$ cat src/rtl/ide_pkg.sv
// Shared ATA/IDE definitions: register addresses, status bits, command codes, PIO FSM states.
// Latency: none (declarations only).
// Backpressure: none (declarations only).
package ide_pkg;

    // Register addresses as {CS1-,CS0-,DA[2:0]}
    localparam logic [4:0] ADDR_DATA      = 5'b10000;
    localparam logic [4:0] ADDR_ERROR     = 5'b10001;  // ERROR on read, FEATURE on write
    localparam logic [4:0] ADDR_SECCNT    = 5'b10010;
    localparam logic [4:0] ADDR_SECNUM    = 5'b10011;
    localparam logic [4:0] ADDR_CYLLOW    = 5'b10100;
    localparam logic [4:0] ADDR_CYLHIGH   = 5'b10101;
    localparam logic [4:0] ADDR_DRVHEAD   = 5'b10110;
    localparam logic [4:0] ADDR_STATUS    = 5'b10111;  // STATUS on read, COMMAND on write
    localparam logic [4:0] ADDR_ALTSTATUS = 5'b01110;  // ALTSTATUS on read, DEVCTRL on write

    // STATUS register bit positions
    localparam int STAT_BSY  = 7;
    localparam int STAT_DRDY = 6;
    localparam int STAT_DRQ  = 3;
    localparam int STAT_ERR  = 0;

    // Command codes
    localparam logic [15:0] CMD_READ  = 16'h0020;
    localparam logic [15:0] CMD_WRITE = 16'h0030;

    typedef enum logic [2:0] {
        ST_IDLE,
        ST_SETUP,
        ST_STROBE,
        ST_HOLD,
        ST_DONE
    } ide_state_t;

    function automatic logic [15:0] byte_swap(input logic [15:0] d);
        return {d[7:0], d[15:8]};
    endfunction

endpackage

$ cat src/rtl/ide_pio.sv
// PIO-mode-0 register access engine: one timed DIOR-/DIOW- bus cycle per client request.
// Latency: ata_done pulses in the cycle after edge k+T_SETUP+T_PULSE+T_HOLD+1 (request sampled at edge k).
// Backpressure: level requests are only sampled in IDLE; optional IDE_DATA_SWAP_EN byte-swaps DATA accesses.
module ide_pio
    import ide_pkg::*;
#(
    parameter int T_SETUP = 4,
    parameter int T_PULSE = 9,
    parameter int T_HOLD  = 2
) (
    input  logic        clk,
    input  logic        reset,
    input  logic        ata_rd,
    input  logic        ata_wr,
    input  logic [4:0]  ata_addr,
    input  logic [15:0] ata_in,
    output logic [15:0] ata_out,
    output logic        ata_done,
    input  logic [15:0] ide_data_in,
    output logic [15:0] ide_data_out,
    output logic        ide_dior,
    output logic        ide_diow,
    output logic [1:0]  ide_cs,
    output logic [2:0]  ide_da
);

    // Counter reload values: each phase counts down to zero, so load length-1
    localparam logic [7:0] C_SETUP = 8'(T_SETUP - 1);
    localparam logic [7:0] C_PULSE = 8'(T_PULSE - 1);
    localparam logic [7:0] C_HOLD  = 8'(T_HOLD - 1);

    ide_state_t  r_state, w_state_nxt;
    logic [7:0]  r_cnt, w_cnt_nxt;
    logic        w_cnt_zero;
    logic        w_start;
    logic        w_capture;
    logic        r_wr;
    logic [1:0]  r_cs;
    logic [2:0]  r_da;
    logic [15:0] r_dout;
    logic [15:0] r_out;
    logic        r_done;
    logic        w_swap_wr;
    logic        w_swap_rd;
    logic [15:0] w_wr_data;
    logic [15:0] w_rd_data;

`ifdef IDE_DATA_SWAP_EN
    // Write swap follows the live address at the sample; read swap follows the latched address
    assign w_swap_wr = (ata_addr == ADDR_DATA);
    assign w_swap_rd = ({r_cs, r_da} == ADDR_DATA);
`else
    assign w_swap_wr = 1'b0;
    assign w_swap_rd = 1'b0;
`endif

    assign w_wr_data  = w_swap_wr ? byte_swap(ata_in) : ata_in;
    assign w_rd_data  = w_swap_rd ? byte_swap(ide_data_in) : ide_data_in;
    assign w_cnt_zero = (r_cnt == 8'd0);

    // Next-state and phase counter; write wins over read when both are requested
    always_comb begin
        w_state_nxt = r_state;
        w_cnt_nxt   = r_cnt;
        w_start     = 1'b0;
        w_capture   = 1'b0;
        case (r_state)
            ST_IDLE: begin
                if (ata_wr || ata_rd) begin
                    w_start     = 1'b1;
                    w_state_nxt = ST_SETUP;
                    w_cnt_nxt   = C_SETUP;
                end
            end
            ST_SETUP: begin
                if (w_cnt_zero) begin
                    w_state_nxt = ST_STROBE;
                    w_cnt_nxt   = C_PULSE;
                end else begin
                    w_cnt_nxt = r_cnt - 8'd1;
                end
            end
            ST_STROBE: begin
                if (w_cnt_zero) begin
                    w_state_nxt = ST_HOLD;
                    w_cnt_nxt   = C_HOLD;
                    w_capture   = ~r_wr;
                end else begin
                    w_cnt_nxt = r_cnt - 8'd1;
                end
            end
            ST_HOLD: begin
                if (w_cnt_zero) begin
                    w_state_nxt = ST_DONE;
                end else begin
                    w_cnt_nxt = r_cnt - 8'd1;
                end
            end
            ST_DONE: begin
                w_state_nxt = ST_IDLE;
            end
            default: begin
                w_state_nxt = ST_IDLE;
            end
        endcase
    end

    // State and counter registers
    always_ff @(posedge clk) begin
        if (reset) begin
            r_state <= ST_IDLE;
            r_cnt   <= 8'd0;
        end else begin
            r_state <= w_state_nxt;
            r_cnt   <= w_cnt_nxt;
        end
    end

    // Bus-side latches: address/direction/write data at the sample, read data at the last strobe edge
    always_ff @(posedge clk) begin
        if (reset) begin
            r_wr   <= 1'b0;
            r_cs   <= 2'b11;
            r_da   <= 3'd0;
            r_dout <= 16'd0;
            r_out  <= 16'd0;
            r_done <= 1'b0;
        end else begin
            r_done <= (r_state == ST_DONE);
            if (w_start) begin
                r_cs <= ata_addr[4:3];
                r_da <= ata_addr[2:0];
                r_wr <= ata_wr;
                if (ata_wr) begin
                    r_dout <= w_wr_data;
                end
            end
            if (w_capture) begin
                r_out <= w_rd_data;
            end
            if (r_state == ST_DONE) begin
                r_cs <= 2'b11;
            end
        end
    end

    assign ide_dior     = ~((r_state == ST_STROBE) && !r_wr);
    assign ide_diow     = ~((r_state == ST_STROBE) && r_wr);
    assign ide_cs       = r_cs;
    assign ide_da       = r_da;
    assign ide_data_out = r_dout;
    assign ata_out      = r_out;
    assign ata_done     = r_done;

endmodule

$ cat config.mk
export PLATFORM = sky130hd
export DESIGN_NAME = ide_pio
export DESIGN_NICKNAME = d
export VERILOG_FILES = /design/src/rtl/ide_pkg.sv /design/src/rtl/ide_pio.sv
export SDC_FILE = /design/constraint.sdc
export NUM_CORES = 1
export LEC_CHECK = 0
export CORE_MARGIN = 3
export CORE_UTILIZATION = 30
export DETAILED_ROUTE_END_ITERATION = 10
export REMOVE_ABC_BUFFERS = 1
export SLEW_MARGIN = 20
export SYNTH_ARGS = -nofsm -noshare
export SYNTH_HDL_FRONTEND = slang
export SYNTH_SLANG_ARGS = --single-unit
$ cat constraint.sdc
create_clock -name clk -period 2.1 [get_ports clk]
set_input_delay 0.21 -clock clk [delete_from_list [all_inputs] [get_ports clk]]
set_output_delay 0.21 -clock clk [all_outputs]
set_load 0.1 [all_outputs]
**Yosys cells after proc, flatten, opt, wreduce, memory -nomap -nowiden**

Index checks and enable logic that the tools add are counted.

- Flip-flop bits (word level): 50
- Latch bits: 0
- RAM bits: 0
- Memory bits (read-only): 0
- Input bits: 41
- Output and inout port bits: 40
- Word-level logic and storage cells: 46
- Memories: 0

- Add/sub/neg operators: 1
- Multipliers: 0
- Divide/modulo/power cells: 0
- Order comparisons: 0
- Eq/ne operators: 9
- Shift operators: 0
- Mux-type cells: 14
- Bitwise operators: 3
- Reduce and logical (&&, ||, !) cells: 11

Operators by type and width:

| cell | count |
|---|---|
| 8-bit 2-to-1 mux | 4 |
| 8-bit case mux with 4 select lines | 1 |
| 3-bit 2-to-1 mux | 4 |
| 3-bit case mux with 4 select lines | 1 |
| 2-bit != test, second input constant | 5 |
| 8-bit logical NOT | 1 |
| 8-bit by 1-bit subtractor with 8-bit output, second input constant | 1 |
| 3-bit by 2-bit == test with 1-bit output, second input constant | 2 |
| 1-bit 2-to-1 mux | 4 |
| 4-bit AND reduction | 1 |
| 4-bit nonzero test | 1 |
| 3-bit by 1-bit == test with 1-bit output, second input constant | 1 |
| 3-bit == test, second input constant | 1 |
| 3-bit logical NOT | 1 |
| 1-bit NOT | 3 |
| 3-bit AND reduction | 1 |
| 1-bit logical AND | 2 |
| 2-bit AND reduction | 1 |
| 2-bit OR reduction | 1 |
| 1-bit logical NOT | 1 |
| 1-bit logical OR | 1 |

**Logic depth before layout (Yosys ltp)**

- Word-level depth: 4
- Gate-level depth with buffers: 7
- Mapped depth without buffers: 6

**Worst setup path before layout**

OpenSTA, ideal clock, no wires.

- Path kind: reg2reg
- From: register r_cnt[0]
- To: register r_cnt[5]
- Setup time: 0.122 ns
- Arrival time: 1.716 ns
- Required time: 1.978 ns
- Path slack: 0.262 ns
- Stages on the path, launching flop included: 7
- Period minus slack after synthesis: 1.838 ns
- Path through: dfxtp_1 > inv_1 > ha_1 > nor3b_2 > a311oi_1 > nor2_1 > a221o_1

- Cells in the longest elaborated chain, start to end: 3

RTL lines:

| what | line | text |
|---|---|---|
| start: declaration | ide_pio.sv:33 | `logic [7:0] r_cnt, w_cnt_nxt;` |
| start signal: assignment | ide_pio.sv:115 | `r_cnt <= w_cnt_nxt;` |
| 8-bit by 1-bit subtractor with 8-bit output / 8-bit logical NOT (equally long branches) | - |  |
| 8-bit 2-to-1 mux (tied with other cells) | ide_pio.sv:93 | `if (w_cnt_zero) begin` |
| 8-bit case mux with 4 select lines / 3-bit AND reduction (equally long branches) | - |  |

Parallel ways exist; a longest one is shown, timed or not. The select of a mux whose other input is x is not followed.
A chain may end at the register's enable or synchronous reset.

**Worst setup path after layout**

- From: register r_cnt[0]
- To: register r_cnt[7]

The elaborated chain is that of the path after synthesis.

==> flow_metrics.env <==
export IMPL_power_frac_clock_pct=13.4
export IMPL_maxSlewViolCount=0
export IMPL_syn_area_um2=2135
export IMPL_whs_endpoint="r_state[1]$_SDFFE_PP0P_"
export IMPL_hpwl_mm=3.727
export IMPL_tns_ns=0
export IMPL_drive_gt1_share_pct=22.26
export IMPL_cts_buffers=5
export IMPL_slowest_stage="dfxtp_1"
export IMPL_crit_family="compound AO/OA/AOI/OAI gates"
export IMPL_die_area_um2=8163
export IMPL_core_um2=6832
export IMPL_clkTransAtPathRegs_ns=0.09
export IMPL_rsz0062_at_grt="false"
export IMPL_start_util_pct=31.25
export IMPL_crit_arrival_ns=2.04
export IMPL_synth_cell_types=47
export IMPL_stdcell_area_um2=3042
export IMPL_p_int_mw=2.124
export IMPL_r2r_end="r_cnt[7]$_SDFFE_PP0P_"
export IMPL_grt_usage_pct=12.85
export IMPL_startpoint_type="register"
export IMPL_layout_nets=361
export IMPL_yosys_area_top_type="dfxtp_1"
export IMPL_drc=0
export IMPL_yosys_warnings=0
export IMPL_dp_cells=407
export IMPL_worstSetupEndpointType="register"
export IMPL_grt_pass1_wl_mm=8.776
export IMPL_r2r_cells=7
export IMPL_n_antenna_cell=0
export IMPL_antenna_found_initial=0
export IMPL_syn_area_per_cell_um2=8.969
export IMPL_critPathBufInv=2
export IMPL_slowest_delay_ns=0.38
export IMPL_grt_start_max_net_pins=49
export IMPL_wl_per_cell_um=12.67
export IMPL_firstDrtPassIters=4
export IMPL_rrSetupSlack_ns=0.25
export IMPL_vias=1947
export IMPL_p_leak_nw=1.329
export IMPL_finalSetupViolCount=0
export IMPL_worst_ep_required_time_ns=2.30
export IMPL_rows=30
export IMPL_portBuffers=80
export IMPL_first_iter_violations=81
export IMPL_cts_setup_buffers=0
export IMPL_synth_flop_cell="dfxtp_1"
export IMPL_ys_seq_elements=50
export IMPL_clock_sinks=50
export IMPL_cts_resized=0
export IMPL_finalCritPeriodShare_pct=88.00
export IMPL_ys_seq_area_share_pct=46.89
export IMPL_wirelength_mm=5.257
export IMPL_min_from="reset"
export IMPL_via_per_inst=4.692
export IMPL_slew_headroom_pct=57.92
export IMPL_p_comb_share_pct=54.3
export IMPL_whs_path_depth=3
export IMPL_clock_fmax_mhz=541.2
export IMPL_cts_tree="done"
export IMPL_die_h_um=90.35
export IMPL_finalHoldViolCount=0
export IMPL_syn2layout_area_growth_pct=42.50
export IMPL_placed_cell_area_um2=2945
export IMPL_fin_crit_ns=1.848
export IMPL_ant_nets=0
export IMPL_synth_area_leaders="dfxtp_1 (47%), mux2i_1 (8.9%), nand2_1 (6.5%)"
export IMPL_path_cells="inv_1 > ha_1 > nor3b_4 > a311oi_1 > buf_4 > nor2_1 > a221o_1"
export IMPL_async_flop_share_pct=0
export IMPL_tightest_slew_ns=0.6255
export IMPL_ios=81
export IMPL_ctsHoldBuffers=0
export IMPL_htree_levels=2
export IMPL_grt_overflow_total=0
export IMPL_die_w_um=90.35
export IMPL_synth_edf_count=0
export IMPL_routabilityCongestion=0.7721
export IMPL_grt_pass1_vias=1863
export IMPL_clock_skew_ns=0.006180
export IMPL_status="completed"
export IMPL_clkLatencyLatePin_ns=0.30
export IMPL_critical_path_class="reg -> reg"
export IMPL_worstHoldPathType="in -> reg"
export IMPL_switchingPower_mw=2.047
export IMPL_ir_drop_mv=0.4353
export IMPL_power_density_nw_per_um2=1371
export IMPL_cts_max_path_buffers=2
export IMPL_power_frac_seq_pct=32.3
export IMPL_drv_cap=0
export IMPL_yosys_area_top_type_share_pct=46.89
export IMPL_switching_share_pct=49.08
export IMPL_clockRootBuffer="clkbuf_8"
export IMPL_reg2reg_from="r_cnt[0]$_SDFFE_PP0P_"
export IMPL_synth_cells=238
export IMPL_final_cells=415
export IMPL_cp_max_fo=7
power by group through the flow:
| stage | clock network (mW) | registers (mW) | logic, mW |
|---|---|---|---|
| after floorplan | 0 | 1.97 | 1.06 |
| after global placement | 0 | 1.36 | 2.26 |
| after detailed placement | 0 | 1.36 | 2.25 |
| after CTS | 0.594 | 1.34 | 2.26 |
| after global routing | 0.614 | 1.38 | 2.44 |
| final | 0.560 | 1.35 | 2.26 |
cells in the mapped netlist, drive strengths merged, types with 2 or more instances:
cell,n
nand2,37
or2,3
a221o,2
xor2,2
nor2,33
o21ai,6
mux2i,19
a21oi,23
o31a,2
clkbuf,7
a221oi,3
and2,3
a211oi,3
dfxtp,50
ha,2
nor4,5
nand3,2
nor3,4
o22ai,2
buf,6
nor3b,2
nand2b,3
inv,5
a311oi,2
state kept, by name (all words and copies together), names as in the netlist:
signal        cells
ata_out          16
ide_data_out     16
r_cnt             8
ide_da            3
r_state           3
ide_cs            2
ata_done          1
r_wr              1
tightest hold or removal path: stages:
cell and delay (ns):
buf_2 0.09, or2_1 0.26, nor2_1 0.09
routing by layer:
metal / wire (um) / up-vias / track usage (%)
met5: 0 / - / 0
li1: - / 987 / -
met3: 401 / 7 / 4.750
met2: 2503 / 59 / 21.22
met1: 2315 / 894 / 15.70
met4: 36 / 0 / 3.571
stage by stage:
stage / power [mW] / util (%) / worst slack (ns) / hold WS (ns)
finish: 4.171 / 44.52 / 0.2521 / 0.3944
global route: 4.436 / 44.52 / 0.09540 / 0.4222
CTS: 4.191 / 44.43 / 0.2028 / 0.3806
detailed placement: 3.611 / 43.11 / 0.2280 / 0.4472
global placement: 3.615 / 43.11 / 0.2210 / 0.4428
floorplan: 3.031 / - / 0.2621 / 0.2789
cell usage in the layout (no fill, tap or decap), types with 2 or more instances in the layout:
cell,n
nor3_1,4
o22ai_1,2
a21oi_1,22
o21ai_0,2
clkbuf_8,5
mux2i_1,19
a311oi_1,2
o21ai_1,3
xor2_1,2
a211oi_1,3
nor2_1,32
a221oi_1,3
ha_1,2
nor4_1,4
a221o_1,2
dfxtp_1,50
clkdlybuf4s50_1,39
inv_1,5
buf_4,45
nand2b_1,3
nand2_1,37
or2_2,2
and2_1,2
area by class of cell:
type,count,area (um^2)
Tap cell,96,120.1
Sequential cell,50,1001
Timing Repair Buffer,86,753.2
Fill cell,713,3790
Multi-Input combinational cell,170,1059
Clock inverter,3,21.27
Clock buffer,5,68.82
Inverter,5,18.77
worst max-delay path by stage:
| stage | to | slack (ns) | cells after the start | start |
|---|---|---|---|---|
| 4_1_cts | ata_out[10]$_SDFFE_PP0P_ | 0.20 | 6 | r_cnt[0]$_SDFFE_PP0P_ |
| 3_5_place_dp | ata_out[10]$_SDFFE_PP0P_ | 0.23 | 6 | r_cnt[0]$_SDFFE_PP0P_ |
| 2_1_floorplan | r_cnt[5]$_SDFFE_PP0P_ | 0.26 | 6 | r_cnt[0]$_SDFFE_PP0P_ |
| 3_3_place_gp | r_cnt[4]$_SDFFE_PP0P_ | 0.22 | 5 | ata_wr |
| 5_1_grt | r_cnt[7]$_SDFFE_PP0P_ | 0.1 | 7 | r_cnt[0]$_SDFFE_PP0P_ |
| 6_report | r_cnt[7]$_SDFFE_PP0P_ | 0.25 | 7 | r_cnt[0]$_SDFFE_PP0P_ |
cells by family (layout without fill, tap and decap cells):
kind of cell | Yosys count | in the layout | share of synthesized area (%)
AOI/OAI and AO/OA | 48 | 48 | 15.30
xor gates and xnor gates | 2 | 2 | 0.8208
adders and majority gates | 2 | 2 | 1.172
buffers and inverters | 18 | 99 | 3.810
DFF | 50 | 50 | 46.89
muxes | 19 | 19 | 8.910
and+or+nand+nor | 99 | 99 | 23.10
Power figures use the tool's default switching activity.
